[src/rtl/fnd_scan_controller_pkg.sv]
// Shared constants for the FND scan controller: segment fonts, converter FSM
// encodings, value clamp and double-dabble helper.
package fnd_scan_controller_pkg;

  localparam int unsigned VALUE_W = 14;
  localparam int unsigned BCD_W   = 16;
  localparam int unsigned CNT_W   = 4;
  localparam int unsigned SHIFTS  = 14;

  localparam logic [VALUE_W-1:0] MAX_VALUE = 14'd9999;

  localparam logic [1:0] ST_IDLE   = 2'd0;
  localparam logic [1:0] ST_LOAD   = 2'd1;
  localparam logic [1:0] ST_SHIFT  = 2'd2;
  localparam logic [1:0] ST_COMMIT = 2'd3;

  // Active-low {dp,g,f,e,d,c,b,a}, dp unlit
  localparam logic [7:0] FONT_0     = 8'hC0;
  localparam logic [7:0] FONT_1     = 8'hF9;
  localparam logic [7:0] FONT_2     = 8'hA4;
  localparam logic [7:0] FONT_3     = 8'hB0;
  localparam logic [7:0] FONT_4     = 8'h99;
  localparam logic [7:0] FONT_5     = 8'h92;
  localparam logic [7:0] FONT_6     = 8'h82;
  localparam logic [7:0] FONT_7     = 8'hF8;
  localparam logic [7:0] FONT_8     = 8'h80;
  localparam logic [7:0] FONT_9     = 8'h90;
  localparam logic [7:0] FONT_BLANK = 8'hFF;

  function automatic logic [6:0] seg_of(input logic [3:0] digit);
    logic [7:0] f;
    case (digit)
      4'd0:    f = FONT_0;
      4'd1:    f = FONT_1;
      4'd2:    f = FONT_2;
      4'd3:    f = FONT_3;
      4'd4:    f = FONT_4;
      4'd5:    f = FONT_5;
      4'd6:    f = FONT_6;
      4'd7:    f = FONT_7;
      4'd8:    f = FONT_8;
      4'd9:    f = FONT_9;
      default: f = FONT_BLANK;
    endcase
    return f[6:0];
  endfunction

  // Double-dabble correction: every nibble >= 5 gets +3 before the shift
  function automatic logic [BCD_W-1:0] dd_adjust(input logic [BCD_W-1:0] bcd);
    logic [BCD_W-1:0] r;
    r = bcd;
    for (int i = 0; i < 4; i++) begin
      if (bcd[4*i +: 4] >= 4'd5) r[4*i +: 4] = bcd[4*i +: 4] + 4'd3;
    end
    return r;
  endfunction

endpackage

[src/rtl/bcd_converter_seq.sv]
// Sequential 14-bit binary to 4-digit BCD converter (double dabble, one bit per
// cycle) with start/busy/done handshake.
module bcd_converter_seq
  import fnd_scan_controller_pkg::*;
(
  input  logic               i_clk,
  input  logic               i_reset,
  input  logic               i_start,
  input  logic [VALUE_W-1:0] i_value,
  output logic               o_busy,
  output logic               o_done_c,
  output logic [BCD_W-1:0]   o_bcd,
  output logic [VALUE_W-1:0] o_value
);

  logic [1:0]         r_state, w_state_nxt;
  logic [VALUE_W-1:0] r_bin, w_bin_nxt;
  logic [BCD_W-1:0]   r_bcd, w_bcd_nxt;
  logic [CNT_W-1:0]   r_cnt, w_cnt_nxt;
  logic [VALUE_W-1:0] r_value, w_value_nxt;
  logic               r_busy, w_busy_nxt;
  logic [BCD_W+VALUE_W-1:0] w_shift;

  always_ff @(posedge i_clk or posedge i_reset) begin
    if (i_reset) begin
      r_state <= ST_IDLE;
      r_bin   <= '0;
      r_bcd   <= '0;
      r_cnt   <= '0;
      r_value <= '0;
      r_busy  <= 1'b0;
    end else begin
      r_state <= w_state_nxt;
      r_bin   <= w_bin_nxt;
      r_bcd   <= w_bcd_nxt;
      r_cnt   <= w_cnt_nxt;
      r_value <= w_value_nxt;
      r_busy  <= w_busy_nxt;
    end
  end

  always_comb begin
    w_state_nxt = r_state;
    w_bin_nxt   = r_bin;
    w_bcd_nxt   = r_bcd;
    w_cnt_nxt   = r_cnt;
    w_value_nxt = r_value;
    w_busy_nxt  = r_busy;
    o_done_c    = 1'b0;
    w_shift     = {dd_adjust(r_bcd), r_bin} << 1;
    case (r_state)
      ST_IDLE: begin
        if (i_start) begin
          w_state_nxt = ST_LOAD;
          w_busy_nxt  = 1'b1;
        end
      end
      ST_LOAD: begin
        w_bin_nxt   = i_value;
        w_value_nxt = i_value;
        w_bcd_nxt   = '0;
        w_cnt_nxt   = '0;
        w_state_nxt = ST_SHIFT;
      end
      ST_SHIFT: begin
        w_bcd_nxt = w_shift[BCD_W+VALUE_W-1:VALUE_W];
        w_bin_nxt = w_shift[VALUE_W-1:0];
        w_cnt_nxt = r_cnt + CNT_W'(1);
        if (r_cnt == CNT_W'(SHIFTS - 1)) w_state_nxt = ST_COMMIT;
      end
      ST_COMMIT: begin
        o_done_c    = 1'b1;
        w_busy_nxt  = 1'b0;
        w_state_nxt = ST_IDLE;
      end
      default: w_state_nxt = ST_IDLE;
    endcase
  end

  assign o_busy  = r_busy;
  assign o_bcd   = r_bcd;
  assign o_value = r_value;

endmodule

[src/rtl/fnd_scan_controller.sv]
// 4-digit common-anode seven-segment scanner: clamps and converts the input to
// BCD, then advances one digit per rising edge of the synchronised FND clock.
module fnd_scan_controller
  import fnd_scan_controller_pkg::*;
#(
  parameter int unsigned DIGITS      = 4,
  parameter int unsigned SYNC_STAGES = 2
) (
  input  logic               i_clk,
  input  logic               i_reset,
  input  logic               i_clk_fnd,
  input  logic [VALUE_W-1:0] i_value,
  input  logic [DIGITS-1:0]  i_dp,
  input  logic               i_blank_lz,
  output logic [DIGITS-1:0]  o_fnd_com,
  output logic [7:0]         o_fnd_font,
  output logic               o_busy
);

  logic [SYNC_STAGES-1:0] r_sync;
  logic                   r_dly;
  logic [1:0]             r_idx;
  logic [BCD_W-1:0]       r_bcd;
  logic [VALUE_W-1:0]     r_last;
  logic [DIGITS-1:0]      r_com;
  logic [7:0]             r_font;

  logic [VALUE_W-1:0] w_clamped;
  logic               w_start;
  logic               w_pulse;
  logic [1:0]         w_idx_nxt;
  logic [BCD_W-1:0]   w_bcd_nxt;
  logic [VALUE_W-1:0] w_last_nxt;
  logic [3:0]         w_lz;
  logic [3:0]         w_digit;
  logic [6:0]         w_seg;
  logic [DIGITS-1:0]  w_com_nxt;
  logic [7:0]         w_font_nxt;
  logic               w_busy;
  logic               w_done_c;
  logic [BCD_W-1:0]   w_conv_bcd;
  logic [VALUE_W-1:0] w_conv_value;

  bcd_converter_seq u_conv (
    .i_clk    (i_clk),
    .i_reset  (i_reset),
    .i_start  (w_start),
    .i_value  (w_clamped),
    .o_busy   (w_busy),
    .o_done_c (w_done_c),
    .o_bcd    (w_conv_bcd),
    .o_value  (w_conv_value)
  );

  // Outputs are built from next-cycle index and BCD so a scan pulse landing on
  // COMMIT shows the new digit immediately.
  always_comb begin
    w_clamped  = (i_value > MAX_VALUE) ? MAX_VALUE : i_value;
    w_start    = (w_clamped != r_last);
    w_pulse    = r_sync[SYNC_STAGES-1] & ~r_dly;
    w_idx_nxt  = r_idx + 2'(w_pulse);
    w_bcd_nxt  = w_done_c ? w_conv_bcd : r_bcd;
    w_last_nxt = w_done_c ? w_conv_value : r_last;
    w_lz[3]    = (w_bcd_nxt[15:12] == 4'd0);
    w_lz[2]    = w_lz[3] & (w_bcd_nxt[11:8] == 4'd0);
    w_lz[1]    = w_lz[2] & (w_bcd_nxt[7:4] == 4'd0);
    w_lz[0]    = 1'b0;
    w_digit    = w_bcd_nxt[{w_idx_nxt, 2'b00} +: 4];
    w_seg      = (i_blank_lz && w_lz[w_idx_nxt]) ? FONT_BLANK[6:0] : seg_of(w_digit);
    w_com_nxt  = ~(DIGITS'(1) << w_idx_nxt);
    w_font_nxt = {~i_dp[w_idx_nxt], w_seg};
  end

  always_ff @(posedge i_clk or posedge i_reset) begin
    if (i_reset) begin
      r_sync <= '0;
      r_dly  <= 1'b0;
      r_idx  <= 2'd0;
      r_bcd  <= '0;
      r_last <= '0;
      r_com  <= '1;
      r_font <= 8'hFF;
    end else begin
      r_sync <= {r_sync[SYNC_STAGES-2:0], i_clk_fnd};
      r_dly  <= r_sync[SYNC_STAGES-1];
      r_idx  <= w_idx_nxt;
      r_bcd  <= w_bcd_nxt;
      r_last <= w_last_nxt;
      r_com  <= w_com_nxt;
      r_font <= w_font_nxt;
    end
  end

  assign o_fnd_com  = r_com;
  assign o_fnd_font = r_font;
  assign o_busy     = w_busy;

endmodule
[config.mk]
export PLATFORM = sky130hd
export DESIGN_NAME = fnd_scan_controller
export DESIGN_NICKNAME = d
export VERILOG_FILES = /design/src/rtl/fnd_scan_controller_pkg.sv /design/src/rtl/bcd_converter_seq.sv /design/src/rtl/fnd_scan_controller.sv
export SDC_FILE = /design/constraint.sdc
export NUM_CORES = 1
export LEC_CHECK = 0
export ABC_AREA = 1
export BUFFER_PORTS_ARGS = -buffer_cell sky130_fd_sc_hd__buf_2
export CAP_MARGIN = 0
export CORE_MARGIN = 5
export CORE_UTILIZATION = 54
export CTS_CLUSTER_SIZE = 14
export DETAILED_ROUTE_END_ITERATION = 8
export PLACE_DENSITY = 0.74
export SLEW_MARGIN = 20
export SYNTH_ARGS = -nofsm -noshare
export SYNTH_HDL_FRONTEND = slang
export SYNTH_HIERARCHICAL = 1
export SYNTH_SLANG_ARGS = --single-unit
[constraint.sdc]
create_clock -name i_clk -period 1.83 [get_ports i_clk]
set_input_delay 0.366 -clock i_clk [delete_from_list [all_inputs] [get_ports i_clk]]
set_output_delay 0.366 -clock i_clk [all_outputs]
set_load 0.05 [all_outputs]
==> Yosys cells after proc, flatten, opt, wreduce, memory -nomap -nowiden <==
Memory sizes are Yosys's and may differ from the RTL's.
Index checks and enable logic that the tools add are counted.
{ "classes": {"n_reduce_logical": 9, "order_cmp": 6, "mux": 20, "n_shift": 2, "bitwise_logic": 6, "n_addsub": 6, "n_eq_ne": 7} }
{ "ops": {"columns": ["cell", "count"], "rows": [
  ["one-hot mux 16 bit (2 select lines)", 1],
  ["one-hot mux 14 bit (2 select lines)", 1],
  ["greater-or-equal comparator 4 x 3 -> 1 bit (second input constant)", 4],
  ["two-way mux 16 bit", 1],
  ["variable part select 16 x 5 -> 4 bit", 1],
  ["greater-than comparator 14 bit (second input constant)", 1],
  ["two-way mux 14 bit", 1],
  ["inequality test 14 bit", 1],
  ["adder 4 x 2 -> 4 bit (second input constant)", 3],
  ["zero test 4 bit", 3],
  ["two-way mux 4 bit", 3],
  ["one-hot mux 2 bit (4 select lines)", 1],
  ["one-hot mux 4 bit (2 select lines)", 1],
  ["two-way mux 7 bit", 1],
  ["adder 4 x 1 -> 4 bit (second input constant)", 1],
  ["binary-select mux 1 bit (select 2 bit)", 2],
  ["equality test 2 bit (second input constant)", 2],
  ["equality test 4 bit (second input constant)", 1],
  ["two-way mux 1 bit", 4],
  ["two-way mux 2 bit", 2],
  ["inequality test 2 x 1 -> 1 bit (second input constant)", 2],
  ["inverter 4 bit", 1],
  ["AND reduction 2 bit", 2],
  ["nonzero test 2 bit", 2],
  ["11 further kinds", 14]
]} }
{ "word_totals": {"input_bits": 22, "word_cells": 70, "n_memories": 1, "output_inout_bits": 13, "register_bits": 98, "rom_bits": 112} }
{ "memory_table": {"columns": ["memory", "depth", "word_bits", "rd", "rd_clocked_by_memory_dff", "write_ports", "line_no", "source"], "rows": [
  ["(name not given)", 16, 7, 1, 0, 0, "fnd_scan_controller_pkg.sv:32", "case (digit)"]
]} }

==> Longest topological paths before layout <==
{ "depth": {"ltp_word": 10, "depth_mapped": 17, "depth_no_buf": 16} }

==> Hierarchy <==
The synthesis kept the hierarchy.
{ "modules_own_cells": {"columns": ["module", "seq_area_each_um2", "area_each_um2", "n_inst", "cells_each"], "rows": [
  ["bcd_converter_seq", 1276.2, 2496.1, 1, 274],
  ["fnd_scan_controller", 1191.1, 2454.9, 1, 317]
]} }

==> Least setup slack after synthesis <==
Ideal clock, no wire load.
{ "synth_path": {"path_kind": "register to register", "from": "register u_conv.r_state[0]", "to": "register r_font[0] (netlist: o_fnd_font[0])", "synth_period_minus_slack_ns": 1.981, "setup_time_ns": 0.088, "n_path_buf": 2, "t_required_ns": 1.742, "setup_slack_ns": -0.151, "arrival_time_ns": 1.893, "path_stages_with_launch": 13, "cell_sequence": "dfrtp_1 -> ha_1 -> buf_6 -> buf_4 -> o21ai_1 -> o22ai_1 -> nor2_1 -> inv_1 -> ha_1 -> inv_1 -> nand2_1 -> nand3_1 -> nand3_1"} }
{ "synth_between": {"elab_chain_len": 10, "word_cells_on_any_way": 14, "cone_classes": "1 x eq/ne; 1 x shift; 5 x mux; 2 x bitwise; 4 x reduce/logical; 1 x memory"} }
{ "synth_rtl": {"columns": ["item", "line_no", "source"], "rows": [
  ["start, declared", "bcd_converter_seq.sv:16", "logic [1:0] r_state, w_state_nxt;"],
  ["start signal, assigned", "bcd_converter_seq.sv:33", "r_state <= w_state_nxt;"],
  ["equality test 2 bit *", "bcd_converter_seq.sv:51", "case (r_state)"],
  ["two-way mux 1 bit *", "bcd_converter_seq.sv:51", null],
  ["via w_done_c", "fnd_scan_controller.sv:40", "logic w_done_c;"],
  ["two-way mux 16 bit *", "fnd_scan_controller.sv:62", "w_bcd_nxt = w_done_c ? w_conv_bcd : r_bcd;"],
  ["parallel branches: the longest is 6 deep, another holds memory (16 x 7 bit)", null, null],
  ["two-way mux 7 bit *", "fnd_scan_controller.sv:69", "w_seg = (i_blank_lz && w_lz[w_idx_nxt]) ? FONT_BLANK[6:0] : seg_of(w_digit);"],
  ["via w_font_nxt[0]", "fnd_scan_controller.sv:38", "logic [7:0] w_font_nxt;"],
  ["end signal, assigned", "fnd_scan_controller.sv:90", "r_font <= w_font_nxt;"],
  ["end, declared", "fnd_scan_controller.sv:26", "logic [7:0] r_font;"]
]} }
Mark *: on every way through the listed nets, which the timed path passes. The select of a mux whose other input is x is not followed.
A chain may end at the register's enable or synchronous reset.

==> Final worst setup path <==
{ "layout_path": {"from": "register r_sync[1]", "to": "register r_font[6] (netlist: o_fnd_font[6])"} }
{ "layout_between": {"elab_chain_len": 6, "word_cells_on_any_way": 8, "cone_classes": "1 x add/sub; 1 x shift; 3 x mux; 1 x bitwise; 1 x reduce/logical; 1 x memory"} }
{ "layout_rtl": {"columns": ["item", "line_no", "source"], "rows": [
  ["start, declared", "fnd_scan_controller.sv:20", "logic [SYNC_STAGES-1:0] r_sync;"],
  ["start signal, assigned", "fnd_scan_controller.sv:84", "r_sync <= {r_sync[SYNC_STAGES-2:0], i_clk_fnd};"],
  ["bitwise AND 1 bit *", "fnd_scan_controller.sv:60", "w_pulse = r_sync[SYNC_STAGES-1] & ~r_dly;"],
  ["adder 2 x 1 -> 2 bit *", "fnd_scan_controller.sv:61", "w_idx_nxt = r_idx + 2'(w_pulse);"],
  ["via w_idx_nxt[0]", "fnd_scan_controller.sv:31", "logic [1:0] w_idx_nxt;"],
  ["parallel branches: the longest is 3 deep, another holds memory (16 x 7 bit)", null, null],
  ["two-way mux 7 bit *", "fnd_scan_controller.sv:69", null],
  ["via w_font_nxt[6]", "fnd_scan_controller.sv:38", null]
]} }
Marked as above.

==> results.tsv <==
stage	metric	value	unit
run_status	status	finished, violations left	
run_status	failed_checks	negative setup slack	
placement	dp.cells	774	
worst_setup_path	cp_slowest_cell	dfrtp_1	
worst_hold_path	hold_path_class	in -> reg	
cells_and_area	area_growth	28.56	%
global_routing	antenna_found_initial	0	
worst_setup_path	crit_required	2130	ps
logic_synthesis	synth_top_cell_area_share	0.4347	
logic_synthesis	synth_nets	633	
power_and_ir_drop	power_density	1852	nW/um^2
clock_network	clk_latency	360	ps
die	std_cell_rows	35	
detailed_routing	drt_iter0_markers	302	
cells_and_area	drive_gt1_frac	0.3291	
logic_synthesis	yosysTopAreaCell	dfrtp_1	
placement	gp_congestion	0.9444	
detailed_routing	antenna_left	0	
die	start_util	0.5435	
worst_setup_path	cp_slowest_stage_delay	390	ps
cells_and_area	finalInstanceArea	6365	um^2
worst_setup_path	r2r_start	r_sync[1]$_DFF_PP0_	
global_routing	overflow	0	
worst_setup_path	path_class	reg -> reg	
clock_network	cts_tree	yes	
logic_synthesis	synthTopCellsByArea	dfrtp_1 (43%), nand2_1 (14%), dfstp_2 (6.4%)	
sta	tns	-1477	ps
worst_hold_path	worstHoldEndpoint	r_sync[0]$_DFF_PP0_	
die	io_pins	35	
detailed_routing	via_per_inst	5.341	
die	dieHeight	105.8	um
sta	final.setup_skew	9.371	ps
logic_synthesis	ys_ff_latch	98	
sta	timing.final.crit_share	1.128	
worst_setup_path	r2r.worst_path.cells	13	
cells_and_area	antenna_cells	0	
sta	worstMarginPinSlew	390.5	ps
worst_setup_path	cp.arrival	2360	ps
sta	finalWorstSetupSlack	-233.8	ps
clock_network	cts_buffers	9	
die	fp.dieW	105.8	um
clock_network	cts_sinks	98	
sta	fin_hold_ws	101.5	ps
sta	layout_min_cycle_time	2064	ps
job	drv_cap	0	
worst_setup_path	worstPathCellList	inv_2 -> nor2_2 -> ha_2 -> inv_4 -> nor2_4 -> buf_4 -> nand2_1 -> nand2_1 -> nor2_4 -> inv_2 -> nand2_2 -> nand2_2 -> o21ai_1	
logic_synthesis	avgSynthCellArea	8.377	um^2
global_routing	gr-usage-all-layers	0.2237	
logic_synthesis	yosys_warnings	6	
logic_synthesis	synth.area.mux_share	0.02729	
detailed_routing	drc	0	
worst_setup_path	cp_top_family	simple AND/OR/NAND/NOR gates	
worst_setup_path	r2r-end	o_fnd_font[6]$_DFF_PP1_	
placement	place_area	5618	um^2
sta	slew_viol_final	0	
detailed_routing	wirelength	12.67	mm
global_routing	grt_pass1_vias	4439	
cells_and_area	finalNonFillerCells	813	
logic_synthesis	yosysUniqueCellTypes	34	
global_routing	grt_max_degree	52	
logic_synthesis	synth-seq-area-share	0.4984	
detailed_routing	firstDrtPassIters	6	
logic_synthesis	synth-compound-area-share	0.08036	
clock_network	clk_pin_slew	100	ps
worst_setup_path	cp-end-kind	flop	
global_routing	grt_pass1_wl	20.27	mm
logic_synthesis	syn_inst	591	
logic_synthesis	syn_area	4951	um^2
placement	port_buffers	34	
sta	setup-violations-final	7	
die	dieArea	11180	um^2
detailed_routing	wire_per_inst	15.58	um
power_and_ir_drop	p_leak	3.302	nW
placement	hpwl	7.879	mm
power_and_ir_drop	ir_drop	0.9112	mV
logic_synthesis	yosys.area_share.simple	0.2459	
clock_network	clk_path_buf_depth	2	
sta	fmax	484.5	MHz
worst_hold_path	hp-start	i_clk_fnd	
clock_network	cts_root_buffer	clkbuf_8	
cells_and_area	nets	739	
sta	slew_headroom	0.7393	
worst_setup_path	start_kind	flop	
detailed_routing	vias	4342	
worst_setup_path	worstPathMaxFanout	6	
logic_synthesis	synth_xor_area_frac	0.007076	
die	core	9109	um^2
logic_synthesis	yosys.area_share.adder	0.05054	
worst_setup_path	path_buf_inv	4	
logic_synthesis	synth_top_family_by_area	simple AND/OR/NAND/NOR gates	
sta	rsz0062_at_grt	yes	
sta	hold_viol	0	
worst_hold_path	worstHoldPathCells	1	
worst_setup_path	r2r_slack	-230	ps
clock_network	cts_max_level	3	
-- repair_timing --
action | CTS | global route
setup endpoints to repair | 7 | 32
gates resized for setup | 76 | 18
hold endpoints to repair | 4 | 0
setup buffers | 17 | 5
pin swaps | 26 | 12
gates cloned | 0 | 0
hold buffers | 1 | 0
-- worst max-delay path by stage --
stage,slack [ps],cells after the start,endpoint,from
3_5_place_dp,-240,13,o_fnd_font[3]$_DFF_PP1_,r_sync[1]$_DFF_PP0_
2_1_floorplan,-70,15,o_fnd_font[5]$_DFF_PP1_,u_conv/r_state[1]$_DFFE_PP0P_
6_report,-230,13,o_fnd_font[6]$_DFF_PP1_,r_sync[1]$_DFF_PP0_
5_1_grt,-320,16,o_fnd_font[5]$_DFF_PP1_,r_sync[1]$_DFF_PP0_
4_1_cts,-90,17,o_fnd_font[6]$_DFF_PP1_,r_sync[1]$_DFF_PP0_
3_3_place_gp,-140,14,u_conv/r_state[1]$_DFFE_PP0P_,i_value[9]
-- cells in the mapped netlist --
cell / n
o221ai_1: 13
inv_2: 7
o21ai_0: 19
nor2_2: 1
nor4_1: 1
mux2_2: 12
and2_1: 1
ha_1: 20
nor2_4: 1
nor3_1: 2
xor2_1: 4
nand2_1: 189
or2_1: 5
a21oi_1: 7
o22ai_1: 8
o211ai_1: 1
nand2_2: 4
buf_6: 3
clkbuf_1: 4
dfstp_2: 12
o21a_1: 1
nand3_1: 44
nor3_4: 2
nor2_1: 28
nand4_1: 6
inv_4: 1
o21ai_2: 5
dfrtp_1: 86
or2_0: 1
buf_4: 2
inv_1: 83
o21ai_1: 9
buf_2: 8
nor3_2: 1
-- worst register-to-register path, stage by stage, from the launching register on --
cell     delay, ps
dfrtp_1        390
inv_2           60
nor2_2         110
ha_2           320
inv_4          130
nor2_4          60
buf_4          140
nand2_1         70
nand2_1        110
nor2_4         230
inv_2          110
nand2_2        100
nand2_2         60
o21ai_1        120
-- area by class of cell --
class / count / area (um^2)
Clock buffer: 10 / 137.6
Clock inverter: 6 / 62.56
Fill cell: 664 / 2744
Inverter: 91 / 359.1
Multi-Input combinational cell: 385 / 2359
Sequential cell: 98 / 2467
Tap cell: 111 / 138.9
Timing Repair Buffer: 112 / 840.8
-- logic make-up (layout without fill, tap and decap cells) --
group | after synthesis | after routing
multiplexers | 12 | 12
XOR/XNOR | 4 | 4
buffers and inverters | 108 | 219
AO/OA/AOI/OAI | 63 | 63
adder cells (fa/ha/maj) | 20 | 20
AND/OR/NAND/NOR | 286 | 286
flip-flops | 98 | 98
-- report_power, final --
part | switching, mW | total [mW] | leakage [nW] | internal, mW
combinational | 4.09 | 6.87 | 1.98 | 2.77
clock | 0.791 | 1.46 | 0.107 | 0.674
sequential | 0.394 | 3.46 | 1.21 | 3.06
total | 5.28 | 11.8 | 3.30 | 6.51
-- routing by layer --
layer / part of all wire / up-vias / wire, um / global-route usage
met5: 0 / - / 0 / 0
met4: 0.027 / 0 / 347 / 0.09066
met3: 0.048 / 39 / 613 / 0.03552
li1: - / 2079 / - / -
met1: 0.41 / 2073 / 5184 / 0.2861
met2: 0.51 / 151 / 6521 / 0.3798
-- flip-flops by register name, summed over array words and instances (netlist names) --
signal / cells
u_conv/o_busy: 1
o_fnd_com: 4
u_conv/o_bcd: 16
r_bcd: 16
u_conv/r_state: 2
o_fnd_font: 8
r_dly: 1
u_conv/r_bin: 14
r_sync: 2
u_conv/r_cnt: 4
u_conv/o_value: 14
r_idx: 2
r_last: 14
-- through the flow --
stage / util / total power, mW / worst slack, ps
after floorplan: - / 6.996 / -70.57
after global placement: 0.6168 / 8.292 / -142.4
after detailed placement: 0.6168 / 8.502 / -242.3
after CTS: 0.6868 / 11.16 / -92.89
after global routing: 0.6988 / 12.55 / -323.9
final: 0.6988 / 11.79 / -233.8
-- cells in the final DEF (no fill, tap or decap), types with 3 or more instances in the layout --
cell type / n
nand2_1: 176
dfrtp_1: 86
inv_1: 76
buf_4: 62
nand3_1: 34
buf_2: 34
nor2_1: 20
o21ai_0: 18
nand2_2: 13
o221ai_1: 13
dfstp_2: 12
buf_6: 12
mux2_2: 12
ha_1: 12
inv_2: 10
clkbuf_8: 10
nand3_2: 9
o21ai_2: 8
o22ai_1: 7
a21oi_1: 7
ha_4: 6
nand4_1: 6
o21ai_4: 5
nor2_2: 5
nor2_4: 5
inv_4: 4
nand2_4: 4
or2_1: 4
xor2_1: 4
clkinv_2: 3
buf_12: 3
Note: power is estimated with default switching activity, not from simulation.
